File: config.mk
export PLATFORM = sky130hd
export DESIGN_NAME = axi_wr_burst_sched
export DESIGN_NICKNAME = d
export VERILOG_FILES = /design/src/rtl/axi_wr_burst_sched.sv
export SDC_FILE = /design/constraint.sdc
export NUM_CORES = 1
export LEC_CHECK = 0
export BUFFER_PORTS_ARGS = -buffer_cell sky130_fd_sc_hd__buf_2
export CORE_AREA = 5 5 153 141
export DETAILED_ROUTE_END_ITERATION = 10
export DIE_AREA = 0 0 158 146
export HOLD_SLACK_MARGIN = 0.15
export PLACE_DENSITY = 0.77
export SYNTH_ARGS = -nofsm -noshare
export SYNTH_HDL_FRONTEND = slang
export SYNTH_SLANG_ARGS = --single-unit
File: constraint.sdc
create_clock -name ACLK -period 3.4 [get_ports ACLK]
set_input_delay 0.17 -clock ACLK [delete_from_list [all_inputs] [get_ports ACLK]]
set_output_delay 0.17 -clock ACLK [all_outputs]
set_load 0.01 [all_outputs]
File: src/rtl/axi_wr_burst_sched.sv
// Write-burst scheduler: issues fixed-size bursts from a FIFO into a ring buffer, one burst per
// write-master handshake, with a per-burst completion timeout and a level-sensitive abort.
module axi_wr_burst_sched #(
  parameter int unsigned BURST_BYTES = 128,
  parameter int unsigned BURST_BEATS = 16,
  parameter int unsigned LEVEL_W     = 10,
  parameter int unsigned TIMEOUT_CYC = 65535
) (
  input  logic               ACLK,
  input  logic               ARESETN,
  input  logic [31:0]        CFG_BASE,
  input  logic [31:0]        CFG_SIZE,
  input  logic               PTR_LOAD,
  input  logic               XFER_START,
  input  logic [15:0]        XFER_BURSTS,
  input  logic               XFER_ABORT,
  output logic               XFER_BUSY,
  output logic               XFER_DONE,
  output logic               XFER_ERR,
  output logic               XFER_ABORTED,
  output logic [15:0]        BURST_CNT,
  output logic [31:0]        WR_PTR,
  input  logic [LEVEL_W-1:0] FIFO_LEVEL,
  output logic               WR_START,
  output logic [31:0]        WR_ADRS,
  output logic [31:0]        WR_LEN,
  input  logic               WR_READY,
  input  logic               WR_DONE
);

  typedef enum logic [2:0] {
    StIdle,
    StWaitData,
    StIssue,
    StWaitDone,
    StAdvance,
    StFinish
  } state_e;

  localparam logic [LEVEL_W-1:0] BeatsLevel  = LEVEL_W'(BURST_BEATS);
  localparam logic [31:0]        TimeoutLast = 32'(TIMEOUT_CYC - 1);

  state_e      state_q;
  logic        wr_start_q;
  logic        xfer_done_q;
  logic        err_q;
  logic        aborted_q;
  logic        abort_seen_q;
  logic [15:0] burst_cnt_q;
  logic [15:0] bursts_q;
  logic [31:0] wr_ptr_q;
  logic [31:0] wr_adrs_q;
  logic [31:0] tmo_q;

  // 33-bit sums so a ring that ends exactly at 2^32 still compares correctly.
  logic [32:0] ptr_sum;
  logic [32:0] ring_end;
  logic        data_ok;

  assign ptr_sum  = {1'b0, wr_ptr_q} + 33'(BURST_BYTES);
  assign ring_end = {1'b0, CFG_BASE} + {1'b0, CFG_SIZE};
  assign data_ok  = WR_READY && (FIFO_LEVEL >= BeatsLevel);

  always_ff @(posedge ACLK or negedge ARESETN) begin
    if (!ARESETN) begin
      state_q      <= StIdle;
      wr_start_q   <= 1'b0;
      xfer_done_q  <= 1'b0;
      err_q        <= 1'b0;
      aborted_q    <= 1'b0;
      abort_seen_q <= 1'b0;
      burst_cnt_q  <= '0;
      bursts_q     <= '0;
      wr_ptr_q     <= '0;
      wr_adrs_q    <= '0;
      tmo_q        <= '0;
    end else begin
      wr_start_q  <= 1'b0;
      xfer_done_q <= 1'b0;
      unique case (state_q)
        StIdle: begin
          // A load in the same cycle as a start lands first, so the transfer uses the new base.
          if (PTR_LOAD) begin
            wr_ptr_q <= CFG_BASE;
          end
          if (XFER_START) begin
            bursts_q     <= XFER_BURSTS;
            burst_cnt_q  <= '0;
            err_q        <= 1'b0;
            aborted_q    <= 1'b0;
            abort_seen_q <= 1'b0;
            if (XFER_BURSTS == '0) begin
              state_q     <= StFinish;
              xfer_done_q <= 1'b1;
            end else begin
              state_q <= StWaitData;
            end
          end
        end
        StWaitData: begin
          if (XFER_ABORT) begin
            aborted_q   <= 1'b1;
            state_q     <= StFinish;
            xfer_done_q <= 1'b1;
          end else if (data_ok) begin
            state_q    <= StIssue;
            wr_start_q <= 1'b1;
            wr_adrs_q  <= wr_ptr_q;
          end
        end
        StIssue: begin
          state_q <= StWaitDone;
          tmo_q   <= '0;
        end
        StWaitDone: begin
          if (XFER_ABORT) begin
            abort_seen_q <= 1'b1;
          end
          // Timeout wins over a coincident WR_DONE; the pointer is left where it was.
          if (tmo_q == TimeoutLast) begin
            err_q       <= 1'b1;
            state_q     <= StFinish;
            xfer_done_q <= 1'b1;
          end else if (WR_DONE) begin
            state_q <= StAdvance;
          end else begin
            tmo_q <= tmo_q + 32'd1;
          end
        end
        StAdvance: begin
          wr_ptr_q    <= (ptr_sum >= ring_end) ? CFG_BASE : ptr_sum[31:0];
          burst_cnt_q <= burst_cnt_q + 16'd1;
          if ((burst_cnt_q + 16'd1 == bursts_q) || abort_seen_q) begin
            aborted_q   <= abort_seen_q;
            state_q     <= StFinish;
            xfer_done_q <= 1'b1;
          end else begin
            state_q <= StWaitData;
          end
        end
        StFinish: begin
          state_q <= StIdle;
        end
        default: begin
          state_q <= StIdle;
        end
      endcase
    end
  end

  assign XFER_BUSY    = (state_q != StIdle);
  assign XFER_DONE    = xfer_done_q;
  assign XFER_ERR     = err_q;
  assign XFER_ABORTED = aborted_q;
  assign BURST_CNT    = burst_cnt_q;
  assign WR_PTR       = wr_ptr_q;
  assign WR_START     = wr_start_q;
  assign WR_ADRS      = wr_adrs_q;
  assign WR_LEN       = 32'(BURST_BYTES);

endmodule

# [Word level (Yosys, flattened, before mapping)]
# Index checks and enable logic that the tools add are counted.
[totals] ff_bits=136 latchBits=0 ramBits=0 rom_bits=0 input_bits=97 elab_cells=84 mem_count=0
[classes] add_sub_neg=4 multipliers=0 n_div=0 order_cmp=2 n_eq_ne=16 shift=0 mux=32 n_bitwise=1 reduce_logical=18
[op_table] operator="$mux 32" count=4
[op_table] operator="$pmux 32 s2" count=2
[op_table] operator="$add 32x32->33" count=1
[op_table] operator="$add 32x8->33 const B" count=1
[op_table] operator="$ge 33x33->1" count=1
[op_table] operator="$add 32x1->32 const B" count=1
[op_table] operator="$eq 32x16->1 const B" count=1
[op_table] operator="$pmux 16 s2" count=1
[op_table] operator="$mux 3" count=7
[op_table] operator="$add 16x1->16 const B" count=1
[op_table] operator="$eq 16x16->1" count=1
[op_table] operator="$logic_not 16->1" count=1
[op_table] operator="$mux 16" count=1
[op_table] operator="$ne 2x2->1 const B" count=8
[op_table] operator="$pmux 3 s5" count=1
[op_table] operator="$reduce_and 3->1" count=5
[op_table] operator="$mux 1" count=12
[op_table] operator="$ge 10x5->1 const B" count=1
[op_table] operator="$eq 3x2->1 const B" count=2
[op_table] operator="$ne 3x3->1 const B" count=2
[op_table] operator="$reduce_and 2->1" count=3
[op_table] operator="$reduce_bool 2->1" count=3
[op_table] operator="$reduce_bool 3->1" count=2
[op_table] operator="$pmux 1 s2" count=2
[op_table] operator="other kinds (9)" count=9

# [Depth between registers and ports, before layout]
[depth] word_depth=5 depth_mapped=20 depth_no_buf=19

# [Least setup slack after synthesis]
# OpenSTA, ideal clock, no wires.
[synth_path] path_type="in2reg" startpoint="in CFG_BASE[0]" endpoint="reg wr_ptr_q[0], in the netlist WR_PTR[0]" arrival_ps=4252 t_required_ps=3275 slack_ps=-977 stages=19 cell_sequence="ha_1 > fa_1 > a211oi_2 > o211ai_1 > a31oi_2 > a21oi_1 > o31a_1 > a211o_1 > a21oi_1 > xor2_1 > ha_1 > nand4_1 > nor2_1 > nand2_1 > or4_1 > o221a_1 > buf_2 > a21oi_4 > mux2_2"
[synth_between] elab_chain_len=4 word_cells_on_any_way=5
[synth_rtl] item="from (decl)" line_no="11" source="input logic [31:0] CFG_BASE,"
[synth_rtl] item="$add 32x32->33" line_no="61" source="assign ring_end = {1'b0, CFG_BASE} + {1'b0, CFG_SIZE};"
[synth_rtl] item="$ge 33x33->1" line_no="131" source="wr_ptr_q <= (ptr_sum >= ring_end) ? CFG_BASE : ptr_sum[31:0];"
[synth_rtl] item="$mux 32" line_no="131"
[synth_rtl] item="$pmux 32 s2 (*)" line_no="80" source="unique case (state_q)"
[synth_rtl] item="to (signal assigned)" line_no="131"
[synth_rtl] item="to (decl)" line_no="51" source="logic [31:0] wr_ptr_q;"
# Every way passes the cells marked *; elsewhere a longest branch is shown, timed or not. The select of a mux whose other input is x is not followed.
# A chain may end at the register's enable or synchronous reset.

# [Worst setup path in the final report]
[layout_path] startpoint="reg wr_ptr_q[7], in the netlist WR_PTR[7]" endpoint="reg wr_ptr_q[22], in the netlist WR_PTR[22]"
[layout_between] elab_chain_len=4
[layout_rtl] item="$add 32x8->33 (*)" line_no="60" source="assign ptr_sum = {1'b0, wr_ptr_q} + 33'(BURST_BYTES);"
[layout_rtl] item="$ge 33x33->1" line_no="131"
[layout_rtl] item="$mux 32 (*)" line_no="131"
[layout_rtl] item="$pmux 32 s2 (*)" line_no="80"
# Every way passes the cells marked *; elsewhere a longest branch is shown, timed or not.

==> impl_metrics.toml <==
[timing]
finClkSkew_ns = 0.01131
timing.final.crit_share_pct = 118.3
hold_violations = 0
worst_slack_ns = -0.6232
finalCriticalPeriod_ns = 4.023
max_freq_mhz = 248.6
setup_tns_ns = -17.38
rsz0062_at_grt = "yes"
setup_viol = 32
worst_pin_slew_ns = 1.046
finalMaxSlewViolations = 0
max-slew-margin-rel_pct = 30.25

[routing]
avgViaCountPerCell = 5.602
drc = 0
routedWlPerCell_um = 16.61
ant_nets = 0
num_vias = 9877
dr.pass1.iters = 7
drt-initial-drc-count = 639
routed_wirelength_um = 29290

[global_routing]
grtUsageMet1_pct = 34.07
grt_overflow = 0
grt_max_degree = 96
met3_usage_pct = 3.717
track_usage_pct = 24.97
grt_pass1_vias = 9636
grt_pass1_wl_um = 47440
top_usage_layer = "met2"
use_met2_pct = 40.91
antenna_found_initial = 0

[yosys]
synth_largest_area_cell = "dfrtp_1"
synth_seq_area_share_pct = 34.43
ys_types = 81
netlist.area_leader.share_pct = 34.43
synth_area_leaders = "dfrtp_1 34%, ha_1 8.7%, nand2_1 7.2%"
ys_warn_count = 0
async_reset_ff_share_pct = 100.0
syn-cell-area_um2 = 9883
synth-edff-count = 0
synth_area_per_cell_um2 = 8.624
ys_ff_latch = 136
ys.flop_type = "dfrtp_1"
netlist_instances = 1146

[clocking]
clock-sinks = 136
cts_made_buffers = 17
cts.path.max_buffers = 2
clk_latency_ns = 0.42
htree_levels = 4
clkTransAtPathRegs_ns = 0.06
cts-root-buf = "clkbuf_16"
cts_tree = "built"

[critical_path]
arrival_ns = 4.32
worstSetupPathType = "reg2reg"
path_cells = "ha_1 -> and3_1 -> nand3_1 -> buf_4 -> nor3_1 -> buf_4 -> nand3_1 -> xnor2_1 -> ha_1 -> a21o_1 -> a21o_1 -> a211o_1 -> o211ai_1 -> a21oi_2 -> nor3_4 -> a21oi_4 -> buf_12 -> buf_4 -> a221o_1"
cp.required_ns = 3.70
crit_slowest_cell = "dfrtp_1"
crit_path_max_fanout = 8
slowest_delay_ns = 0.42
end_kind = "flop"
path_common_cell = "buf_4"
start_kind = "flop"
crit_buf_inv = 4
path_delay_family = "compound AO/OA/AOI/OAI gates"

[power_and_ir_drop]
power.leakage_nw = 6.430
vdd_ir_drop_max_mv = 0.3702
p_total_mw = 8.847
power_density_nw_per_um2 = 671.4

[layout]
final_common_cell = "nand2_1"
drive_above_1_share_pct = 29.58
final_cell_mix = "188 x nand2_1, 174 x buf_2, 156 x buf_4"
nNetsFinal = 1662
n_antenna_cell = 0
syn_to_final_growth_pct = 33.33
regArea_um2 = 3403
fillCellCount = 1557
multiInputGateArea_um2 = 6155

[floorplan]
die_h_um = 146
die_w_um = 158
num_io_pins = 214
rows = 49
core_um2 = 19680
start_util_pct = 50.22
die_area_um2 = 23070

[outcome]
outcome = "complete, but fails checks"
violations = "negative setup slack"

[place]
dp_slack_ns = -1.209
gp_congestion = 0.9069
io_buffers = 177
dpl.hpwl_um = 21590

[hold_path]
min_path_type = "in2reg"

[flow_run]
cap_violations = 0
==> path summary, 6_finish.rpt <==
path                       depth (start not counted)  slack [ns]           end         start
setup / recovery                                  19       -0.62    WR_PTR[22]     WR_PTR[7]
hold / removal                                     4        0.17    WR_PTR[13]  CFG_BASE[13]
setup reg to reg                                  19       -0.62    WR_PTR[22]     WR_PTR[7]
hold reg to reg                                    2        0.47   WR_ADRS[29]   WR_ADRS[29]
max in group asynchronous                          3        2.09    state_q[1]       ARESETN
min in group asynchronous                          2        0.38  bursts_q[15]       ARESETN
==> cell usage after synthesis, types with 23 or more instances <==
master / instances
a21oi_1: 51
ha_1: 69
xnor2_1: 61
inv_1: 23
nand3_1: 58
nand2_1: 189
o21ai_0: 54
nor2_1: 86
o211ai_1: 24
buf_4: 35
nand4_1: 23
dfrtp_1: 136
clkbuf_1: 26
xor2_1: 34
==> where the power goes <==
part           total [mW]  internal [mW]  switching (mW)
combinational        4.41           1.99            2.42
sequential           2.61           2.15           0.464
clock                1.83           1.10           0.728
==> metal layers <==
metal / vias to the layer above / part of all wire [%]
met5: - / 0
met4: 0 / 2.9
met3: 71 / 6.8
met2: 402 / 48
met1: 4656 / 42
li1: 4748 / -
==> layout make-up <==
cell class,instances,area share (%)
Inverter,24,0.6836
Multi-Input combinational cell,934,46.71
Clock inverter,14,1.130
Timing Repair Buffer,382,19.90
Tap cell,255,2.421
Clock buffer,18,3.333
Sequential cell,136,25.83
==> metrics by stage <==
| stage | hold WS (ns) | utilization (%) | std cells | area [um2] |
|---|---|---|---|---|
| 6_report | 0.1725 | 66.96 | 1763 | 13180 |
| 2_1_floorplan | -0.1256 | - | 1176 | 10040 |
| 5_1_grt | 0.1814 | 66.96 | 1763 | 13180 |
| 3_5_place_dp | 0.3246 | 60.47 | 1682 | 11900 |
| 4_1_cts | 0.1505 | 66.65 | 1759 | 13120 |
| 3_3_place_gp | 0.3183 | 60.47 | 1682 | 11900 |
==> cell families after synthesis <==
group / synth area share (%)
fa+ha+maj: 8.938
simple gates: 23.28
other cells: 0.07599
compound gates: 15.67
xor+xnor: 8.419
buf+inv: 6.165
flops: 34.43
mux: 3.013
==> repair_timing <==
| action | in CTS | in global routing |
|---|---|---|
| pin swaps | 12 | 6 |
| hold endpoints to repair | 131 | 0 |
| setup buffers | 5 | 3 |
| gates cloned | 1 | 2 |
| hold buffers | 39 | 0 |
| endpoints found under the setup margin | 32 | 32 |
| resized for setup | 38 | 6 |
==> sequential cells by signal, summed over array words and instances (netlist names), 3 cells and up <==
| name | cells |
|---|---|
| BURST_CNT | 16 |
| WR_ADRS | 32 |
| WR_PTR | 32 |
| bursts_q | 16 |
| state_q | 3 |
| tmo_q | 32 |
==> tightest hold or removal path: stages <==
cell and delay [ns]:
buf_2 0.11, buf_4 0.13, nand2_1 0.07, o211ai_1 0.08
(Power assumes the default switching activity.)
